--- src/rtl/vga_pkg.sv ---
// Shared constants, types and small helpers for the VGA capture path.
// Write-port widths match the drawing side's framebuffer write format.
package vga_pkg;

  localparam int SVGA_H_ACTIVE = 800;
  localparam int SVGA_V_ACTIVE = 600;
  localparam int COORD_W       = 8;
  localparam int COLOR_W       = 3;
  localparam int XCNT_W        = 11;
  localparam int YCNT_W        = 10;

  typedef enum logic [1:0] {
    ST_SEARCH  = 2'd0,
    ST_MEASURE = 2'd1,
    ST_LOCKED  = 2'd2
  } state_t;

  // Counters stick at all-ones instead of wrapping so runaway lines/frames still fail.
  function automatic logic [XCNT_W-1:0] xcnt_inc(input logic [XCNT_W-1:0] v);
    return (&v) ? v : v + {{(XCNT_W-1){1'b0}}, 1'b1};
  endfunction

  function automatic logic [YCNT_W-1:0] ycnt_inc(input logic [YCNT_W-1:0] v);
    return (&v) ? v : v + {{(YCNT_W-1){1'b0}}, 1'b1};
  endfunction

  function automatic logic [COLOR_W-1:0] colour_msb(input logic [7:0] c);
    return c[7:8-COLOR_W];
  endfunction

endpackage

--- src/rtl/vga_edge_det.sv ---
// Edge detector: pulses while i_d has just moved into level POL. Holds the
// previous sample internally; the pulse itself is combinational from it.
module vga_edge_det #(
  parameter logic POL = 1'b1
) (
  input  logic i_clk,
  input  logic i_rst,
  input  logic i_d,
  output logic o_edge
);

  logic r_prev;

  // Reset to POL so that no edge is reported straight out of reset.
  always_ff @(posedge i_clk) begin
    if (i_rst) begin
      r_prev <= POL;
    end else begin
      r_prev <= i_d;
    end
  end

  assign o_edge = (i_d == POL) && (r_prev != POL);

endmodule

--- src/rtl/vga_capture.sv ---
// VGA receive side: recovers pixel coordinates, verifies frame geometry and,
// once locked, emits a decimated, colour-reduced pixel-write stream.
module vga_capture
  import vga_pkg::*;
#(
  parameter int   H_ACTIVE  = SVGA_H_ACTIVE,
  parameter int   V_ACTIVE  = SVGA_V_ACTIVE,
  parameter int   DEC_SHIFT = 2,
  parameter logic VS_POL    = 1'b1
) (
  input  logic               CLK,
  input  logic               RST,
  input  logic               VGA_VS,
  input  logic               VGA_BLANK_N,
  input  logic [7:0]         VGA_R,
  input  logic [7:0]         VGA_G,
  input  logic [7:0]         VGA_B,
  output logic               WE,
  output logic [COORD_W-1:0] X,
  output logic [COORD_W-1:0] Y,
  output logic [COLOR_W-1:0] R,
  output logic [COLOR_W-1:0] G,
  output logic [COLOR_W-1:0] B,
  output logic               FRAME_START,
  output logic               LOCKED,
  output logic               ERR
);

  localparam logic [XCNT_W-1:0] H_LEN = XCNT_W'(H_ACTIVE);
  localparam logic [YCNT_W-1:0] V_LEN = YCNT_W'(V_ACTIVE);

  logic               r_vs1;
  logic               r_blank1;
  logic [COLOR_W-1:0] r_r1;
  logic [COLOR_W-1:0] r_g1;
  logic [COLOR_W-1:0] r_b1;
  logic [XCNT_W-1:0]  r_xcnt;
  logic [YCNT_W-1:0]  r_ycnt;
  state_t             r_state;
  logic               r_we;
  logic               r_fs;
  logic               r_locked;
  logic               r_err;
  logic [COORD_W-1:0] r_x;
  logic [COORD_W-1:0] r_y;
  logic [COLOR_W-1:0] r_r;
  logic [COLOR_W-1:0] r_g;
  logic [COLOR_W-1:0] r_b;

  logic               w_vs_start;
  logic               w_line_end;
  logic               w_dec_hit;
  logic               w_in_range;
  logic [YCNT_W-1:0]  w_ycnt_eff;
  logic               w_chk_fail;
  state_t             w_state_nxt;
  logic               w_err_nxt;
  logic               w_fs_nxt;
  logic               w_we_nxt;

  // Stage 1: single input register; only the colour MSBs are kept.
  always_ff @(posedge CLK) begin
    if (RST) begin
      r_vs1    <= ~VS_POL;
      r_blank1 <= 1'b0;
      r_r1     <= {COLOR_W{1'b0}};
      r_g1     <= {COLOR_W{1'b0}};
      r_b1     <= {COLOR_W{1'b0}};
    end else begin
      r_vs1    <= VGA_VS;
      r_blank1 <= VGA_BLANK_N;
      r_r1     <= colour_msb(VGA_R);
      r_g1     <= colour_msb(VGA_G);
      r_b1     <= colour_msb(VGA_B);
    end
  end

  vga_edge_det #(.POL(VS_POL)) u_vs_edge (
    .i_clk  (CLK),
    .i_rst  (RST),
    .i_d    (r_vs1),
    .o_edge (w_vs_start)
  );

  vga_edge_det #(.POL(1'b0)) u_blank_edge (
    .i_clk  (CLK),
    .i_rst  (RST),
    .i_d    (r_blank1),
    .o_edge (w_line_end)
  );

  always_ff @(posedge CLK) begin
    if (RST) begin
      r_xcnt <= {XCNT_W{1'b0}};
      r_ycnt <= {YCNT_W{1'b0}};
    end else begin
      if (w_line_end) begin
        r_xcnt <= {XCNT_W{1'b0}};
      end else if (r_blank1) begin
        r_xcnt <= xcnt_inc(r_xcnt);
      end
      if (w_vs_start) begin
        r_ycnt <= {YCNT_W{1'b0}};
      end else if (w_line_end) begin
        r_ycnt <= ycnt_inc(r_ycnt);
      end
    end
  end

  assign w_dec_hit  = (r_xcnt[DEC_SHIFT-1:0] == {DEC_SHIFT{1'b0}}) &&
                      (r_ycnt[DEC_SHIFT-1:0] == {DEC_SHIFT{1'b0}});
  assign w_in_range = (r_xcnt < H_LEN) && (r_ycnt < V_LEN);

  // A coincident line_end is counted before the frame length is judged.
  always_comb begin
    w_state_nxt = r_state;
    w_err_nxt   = 1'b0;
    w_ycnt_eff  = r_ycnt;
    if (w_line_end) begin
      w_ycnt_eff = ycnt_inc(r_ycnt);
    end else begin
      w_ycnt_eff = r_ycnt;
    end
    w_chk_fail = (w_line_end && (r_xcnt != H_LEN)) ||
                 (w_vs_start && (w_ycnt_eff != V_LEN));
    case (r_state)
      ST_SEARCH: begin
        if (w_vs_start) begin
          w_state_nxt = ST_MEASURE;
        end else begin
          w_state_nxt = ST_SEARCH;
        end
      end
      ST_MEASURE: begin
        if (w_chk_fail) begin
          w_state_nxt = ST_SEARCH;
          w_err_nxt   = 1'b1;
        end else if (w_vs_start) begin
          w_state_nxt = ST_LOCKED;
        end else begin
          w_state_nxt = ST_MEASURE;
        end
      end
      ST_LOCKED: begin
        if (w_chk_fail) begin
          w_state_nxt = ST_SEARCH;
          w_err_nxt   = 1'b1;
        end else begin
          w_state_nxt = ST_LOCKED;
        end
      end
      default: begin
        w_state_nxt = ST_SEARCH;
      end
    endcase
    w_fs_nxt = w_vs_start && (w_state_nxt == ST_LOCKED);
    w_we_nxt = (r_state == ST_LOCKED) && r_blank1 && w_dec_hit && w_in_range;
  end

  always_ff @(posedge CLK) begin
    if (RST) begin
      r_state <= ST_SEARCH;
    end else begin
      r_state <= w_state_nxt;
    end
  end

  // Output register; coordinates and colour hold between write strobes.
  always_ff @(posedge CLK) begin
    if (RST) begin
      r_we     <= 1'b0;
      r_fs     <= 1'b0;
      r_locked <= 1'b0;
      r_err    <= 1'b0;
      r_x      <= {COORD_W{1'b0}};
      r_y      <= {COORD_W{1'b0}};
      r_r      <= {COLOR_W{1'b0}};
      r_g      <= {COLOR_W{1'b0}};
      r_b      <= {COLOR_W{1'b0}};
    end else begin
      r_we     <= w_we_nxt;
      r_fs     <= w_fs_nxt;
      r_locked <= (w_state_nxt == ST_LOCKED);
      r_err    <= w_err_nxt;
      if (w_we_nxt) begin
        r_x <= COORD_W'(r_xcnt >> DEC_SHIFT);
        r_y <= COORD_W'(r_ycnt >> DEC_SHIFT);
        r_r <= r_r1;
        r_g <= r_g1;
        r_b <= r_b1;
      end
    end
  end

  assign WE          = r_we;
  assign X           = r_x;
  assign Y           = r_y;
  assign R           = r_r;
  assign G           = r_g;
  assign B           = r_b;
  assign FRAME_START = r_fs;
  assign LOCKED      = r_locked;
  assign ERR         = r_err;

endmodule

--- config.mk ---
export PLATFORM = sky130hd
export DESIGN_NAME = vga_capture
export DESIGN_NICKNAME = d
export VERILOG_FILES = /design/src/rtl/vga_pkg.sv /design/src/rtl/vga_edge_det.sv /design/src/rtl/vga_capture.sv
export SDC_FILE = /design/constraint.sdc
export NUM_CORES = 1
export LEC_CHECK = 0
export ABC_AREA = 1
export ABC_CLOCK_PERIOD_IN_PS = 2300
export CAP_MARGIN = 25
export CORE_MARGIN = 2
export CORE_UTILIZATION = 45
export CTS_BUF_LIST = sky130_fd_sc_hd__clkbuf_2
export CTS_CLUSTER_SIZE = 14
export DETAILED_ROUTE_END_ITERATION = 10
export GPL_ROUTABILITY_DRIVEN = 1
export PLACE_DENSITY = 0.7
export SETUP_SLACK_MARGIN = 0.4
export SYNTH_ARGS = -nofsm -noshare
export SYNTH_HDL_FRONTEND = slang
export SYNTH_SLANG_ARGS = --single-unit
--- constraint.sdc ---
create_clock -name CLK -period 2.3 [get_ports CLK]
set_input_delay 0.345 -clock CLK [delete_from_list [all_inputs] [get_ports CLK]]
set_output_delay 0.345 -clock CLK [all_outputs]
set_load 0.005 [all_outputs]
[After elaboration in Yosys (flattened, before gate mapping)]
Cells that the tools add are included.
Storage, ports and cells
  bits in registers: 65
  input port bits: 28
  output and inout port bits: 29
  logic and storage cells: 61
Operators by class
  add/subtract/negate cells: 2
  $lt $le $gt $ge: 2
  equality and inequality tests: 5
  muxes and demuxes: 8
  bitwise operators: 4
  reductions and logical operators: 21
Operators with widths (number)
  two-way mux 10 bit: 2
  adder 11 x 1 -> 11 bit, second input constant: 1
  less-than comparator 11 x 10 -> 1 bit, second input constant: 1
  != test 11 x 10 -> 1 bit, second input constant: 1
  AND reduction 11 bit: 1
  adder 10 x 1 -> 10 bit, second input constant: 1
  logical AND 1 bit: 10
  less-than comparator 10 bit, second input constant: 1
  != test 10 bit, second input constant: 1
  AND reduction 10 bit: 1
  OR reduction 2 bit: 4
  logical NOT 2 bit: 3
  two-way mux 2 bit: 3
  one-hot mux 2 bit (3 select lines): 1
  equality test 2 bit, second input constant: 2
  inverter 1 bit: 4
  equality test 2 x 1 -> 1 bit, second input constant: 1
  two-way mux 1 bit: 2
  AND reduction 2 bit: 1
  logical OR 1 bit: 1

[Logic depth before layout (Yosys ltp)]
  depth in word-level cells: 10
  depth in mapped cells: 14
  depth with buffers taken out: 14

[Modules after synthesis]
A second synthesis with hierarchy kept.
Unflattened totals
  cell total of the unflattened synthesis: 365
  area, all modules: 2711.4 sq um
By module, submodules not included
  vga_capture: instances 1, cells each 355, area an instance 2636.3 sq um, sequential area each 1261.2 sq um
  vga_edge_det: instances 2, cells each 5, area an instance 37.5 sq um, sequential area each 20.0 sq um

[Worst setup path before layout]
OpenSTA, ideal clock, no wires.
  kind: reg2reg
  from: register r_ycnt[0]
  to: register r_err (netlist: ERR)
  library setup time: 0.127 ns
  arrival time: 1.550 ns
  data required time: 2.173 ns
  path slack: 0.623 ns
  stages on the path, launching flop included: 15
  buffers on the path: 0
  clock period less this slack: 1.677 ns
  path through: dfxtp_1 ha_1 nand2_4 nor2_4 nand2_1 nor2_4 nand3_1 o21ai_2 nand2_1 inv_1 nand3_2 nand2_2 nand2_1 nand2_1 nor2_1
Between the ends
  longest elaborated chain between the ends: 7
  elaborated cells on any way between the ends: 8
  classes of those cells: 1 x add/sub; 1 x eq/ne; 3 x mux; 3 x reduce/logical
Ends and longest elaborated chain
  from (decl): line vga_capture.sv:38  | logic [YCNT_W-1:0] r_ycnt;
  from (signal assigned): line vga_capture.sv:95  | r_ycnt <= {YCNT_W{1'b0}};
  from (signal assigned): line vga_capture.sv:103  | r_ycnt <= {YCNT_W{1'b0}};
  from (signal assigned): line vga_capture.sv:105  | r_ycnt <= ycnt_inc(r_ycnt);
  adder 10 x 1 -> 10 bit or AND reduction 10 bit (tied branches): line vga_pkg.sv:24  | return (&v) ? v : v + {{(YCNT_W-1){1'b0}}, 1'b1};
  two-way mux 10 bit: line vga_pkg.sv:24
  two-way mux 10 bit (*)
  != test 10 bit (*): line vga_capture.sv:125  | (w_vs_start && (w_ycnt_eff != V_LEN));
  logical AND 1 bit (*): line vga_capture.sv:125
  logical OR 1 bit (*): line vga_capture.sv:124  | w_chk_fail = (w_line_end && (r_xcnt != H_LEN)) ||
  two-way mux 1 bit (*): line vga_capture.sv:135, vga_capture.sv:145
  to (signal assigned): line vga_capture.sv:184  | r_err <= w_err_nxt;
  to (decl): line vga_capture.sv:43  | logic r_err;
Every way passes the cells marked *; elsewhere a longest branch is shown, timed or not.
A chain may end at the register's enable or synchronous reset.

[Final worst setup path]
  from: register r_b[2] (netlist: B[2])
  to: output B[2]
RTL lines
  from (decl): line vga_capture.sv:48  | logic [COLOR_W-1:0] r_b;
  from (signal assigned): line vga_capture.sv:179  | r_b <= {COLOR_W{1'b0}};
  from (signal assigned): line vga_capture.sv:190  | r_b <= r_b1;
  to (decl): line vga_capture.sv:23  | output logic [COLOR_W-1:0] B,
No word-level cell between the ends.

==> results.json <==
{
  "areaGrowthSynthToFinish_pct": 24.6,
  "synth_cells": 371,
  "cp_max_fo": 2,
  "clock_sinks": 65,
  "gp_congestion": 0.853,
  "p_int_w": 0.00157,
  "hold_buffers": 0,
  "finalPower_w": 0.00210,
  "slew_violations": 0,
  "start_kind": "flop",
  "vias": 2401,
  "grt_max_degree": 37,
  "finalSetupViolations": 0,
  "fin_skew_ps": 13.7,
  "drv_cap": 0,
  "synthArstFlopShare_pct": 0,
  "route.met2.wl_um": 2730,
  "initial_utilization_pct": 46.9,
  "cts_made_buffers": 9,
  "path_cells": "clkdlybuf4s50_1",
  "clk_pin_slew_ps": 200,
  "hold_class": "in -> reg",
  "fp-row-count": 28,
  "htree_levels": 3,
  "finalSetupTns_ps": 0,
  "cp_num_buf_inv": 1,
  "pre_cts_ws_ps": 400,
  "ys.flop_type": "dfxtp_1",
  "fmax_mhz": 568,
  "drc": 0,
  "ios": 57,
  "fin_crit_sh_pct": 76.5,
  "post_drt_wl_per_cell_um": 11.6,
  "critical_path_class": "reg -> out",
  "dr.pass1.iters": 4,
  "synth_edf_count": 0,
  "path_delay_family": "buffers and inverters",
  "fin_crit_ps": 1760,
  "cts_max_path_buffers": 2,
  "cts_tree": "done",
  "gr-total-overflow": 0,
  "fin_cells": 499,
  "wl_um": 5770,
  "crit_required_ps": 1960,
  "yosysTopAreaCell": "dfxtp_1",
  "synthTopCellsByCount": "nor2_1, dfxtp_1, nand2_1",
  "avgViaCountPerCell": 4.81,
  "synth.ff_latch_count": 65,
  "dp.cells": 481,
  "met1_length_um": 2710,
  "route.met3.wl_um": 246,
  "rsz0062_at_grt": "no",
  "slowest_delay_ps": 500,
  "ant_nets": 0,
  "die_h_um": 82.8,
  "slew-limit-headroom_pct": 65.4,
  "syn-mean-instance-area_um2": 7.53,
  "worstSkewPairLatency_ps": 520,
  "p_comb_share_pct": 5.4,
  "slowest_stage": "clkdlybuf4s50_1",
  "io_buffers": 41,
  "crit_arrival_ps": 1420,
  "hold_viol": 0,
  "synth_cell_types": 35,
  "ys_seq_area_share_pct": 46.6,
  "grt_use_total_pct": 18.7,
  "p_leak_nw": 1.45,
  "p_clk_share_pct": 39.5,
  "grt_pass1_vias": 2247,
  "yosysTopAreaCellShare_pct": 46.6,
  "end_kind": "primary output",
  "dr.first_iter.drc_count": 109,
  "core_area_um2": 5960,
  "power_switching_w": 0.000537,
  "synth_warnings": 0,
  "worstMarginPinSlew_ps": 517,
  "yosys-top-cells-area": "dfxtp_1, nor2_1, nand2_1",
  "yosysMostFrequentCell": "nor2_1",
  "peakVddDrop_v": 0.000446,
  "top_layer_used": "met4",
  "hold_ws_ps": 299,
  "nets": 455,
  "syn_area_um2": 2790,
  "grt_pass1_wl_um": 9600,
  "antenna_found_initial": 0,
  "die_w_um": 82.8,
  "fp.dieArea_um2": 6860,
  "fillers": 571,
  "drive_gt1_share_pct": 13.4,
  "finalWorstSetupSlack_ps": 540,
  "p_sw_share_pct": 25.6,
  "cts-root-buf": "clkbuf_2",
  "synth_fp_nets": 407,
  "dp_hpwl_um": 4080,
  "status": "finished clean",
  "diodes": 0,
  "seqPwrFrac_pct": 55.1,
  "power_density_nw_per_um2": 604
}
==> power groups by stage <==
stage / registers, W / logic, W / clock network, W
final: 0.00116 / 0.000114 / 0.000831
after global routing: 0.00116 / 0.000131 / 0.000896
after CTS: 0.00116 / 0.000114 / 0.000848
after floorplan: 0.00118 / 0.0000710 / 0
after global placement: 0.00118 / 0.000111 / 0
after detailed placement: 0.00118 / 0.000113 / 0
==> repair_timing <==
action                                  4_1_cts  5_1_grt
endpoints found under the hold margin         0        0
buffers inserted                              0        2
gates cloned                                  0        0
pin swaps                                     0        1
endpoints found under the setup margin        2       15
gates resized for setup                       2       15
==> sequential cells by signal, summed over array words and instances (netlist names), 2 cells and up <==
name,count
r_b1,3
X,8
r_xcnt,11
r_r1,3
B,3
Y,8
r_ycnt,10
G,3
r_g1,3
r_state,2
R,3
==> cell type report <==
cell class	instances	area, µm²	area share, %
sequential	65	1310	37.6
inverter	54	210	6.04
tap	75	93.8	2.69
multi-input combinational	242	1260	36.3
clock inverter	7	104	2.98
timing repair buffer	47	455	13.1
clock buffer	9	45.0	1.29
==> per-stage QoR <==
stage / area [µm²] / util, %
3_3_place_gp: 3270 / 54.9
4_1_cts: 3430 / 57.5
3_5_place_dp: 3270 / 54.9
2_1_floorplan: 2790 / -
5_1_grt: 3480 / 58.5
6_report: 3480 / 58.5
==> cell families after synthesis <==
| group | after synthesis | synth area share [%] |
|---|---|---|
| and+or+nand+nor | 171 | 28.4 |
| xor gates and xnor gates | 3 | 0.941 |
| DFF | 65 | 46.6 |
| adders and majority gates | 8 | 3.58 |
| buffers and inverters | 64 | 9.27 |
| AOI/OAI and AO/OA | 60 | 11.2 |
==> per-layer routing <==
layer / track usage [%] / up-vias
li1: - / 1266
met1: 23.4 / 1088
met2: 29.7 / 38
met3: 5.52 / 9
met4: 8.52 / 0
met5: 0 / -
==> path summary, 6_finish.rpt <==
kind / startpoint / end / slack, ps / cells past startpoint
setup reg to reg: r_ycnt[0]$_SDFF_PP0_ / ERR$_SDFF_PP0_ / 550 / 14
setup / recovery: B[2]$_SDFFE_PP0P_ / B[2] / 540 / 1
hold / removal: VGA_G[6] / r_g1[1]$_SDFF_PP0_ / 300 / 3
hold reg to reg: r_vs1$_SDFF_PP0_ / u_vs_edge.r_prev$_SDFF_PP1_ / 450 / 2
==> layout by cell type (no fill, tap or decap), types with 5 or more instances in the layout <==
master and instances:
nand2_1 58, clkbuf_2 9, buf_4 6, nor2_2 5, nand3_1 20, o21ai_0 29
clkdlybuf4s50_1 41, a21oi_1 24, inv_1 48, dfxtp_1 60, nand4_1 5, ha_1 7
nor2_1 64
Note: power is estimated with default switching activity, not from simulation.
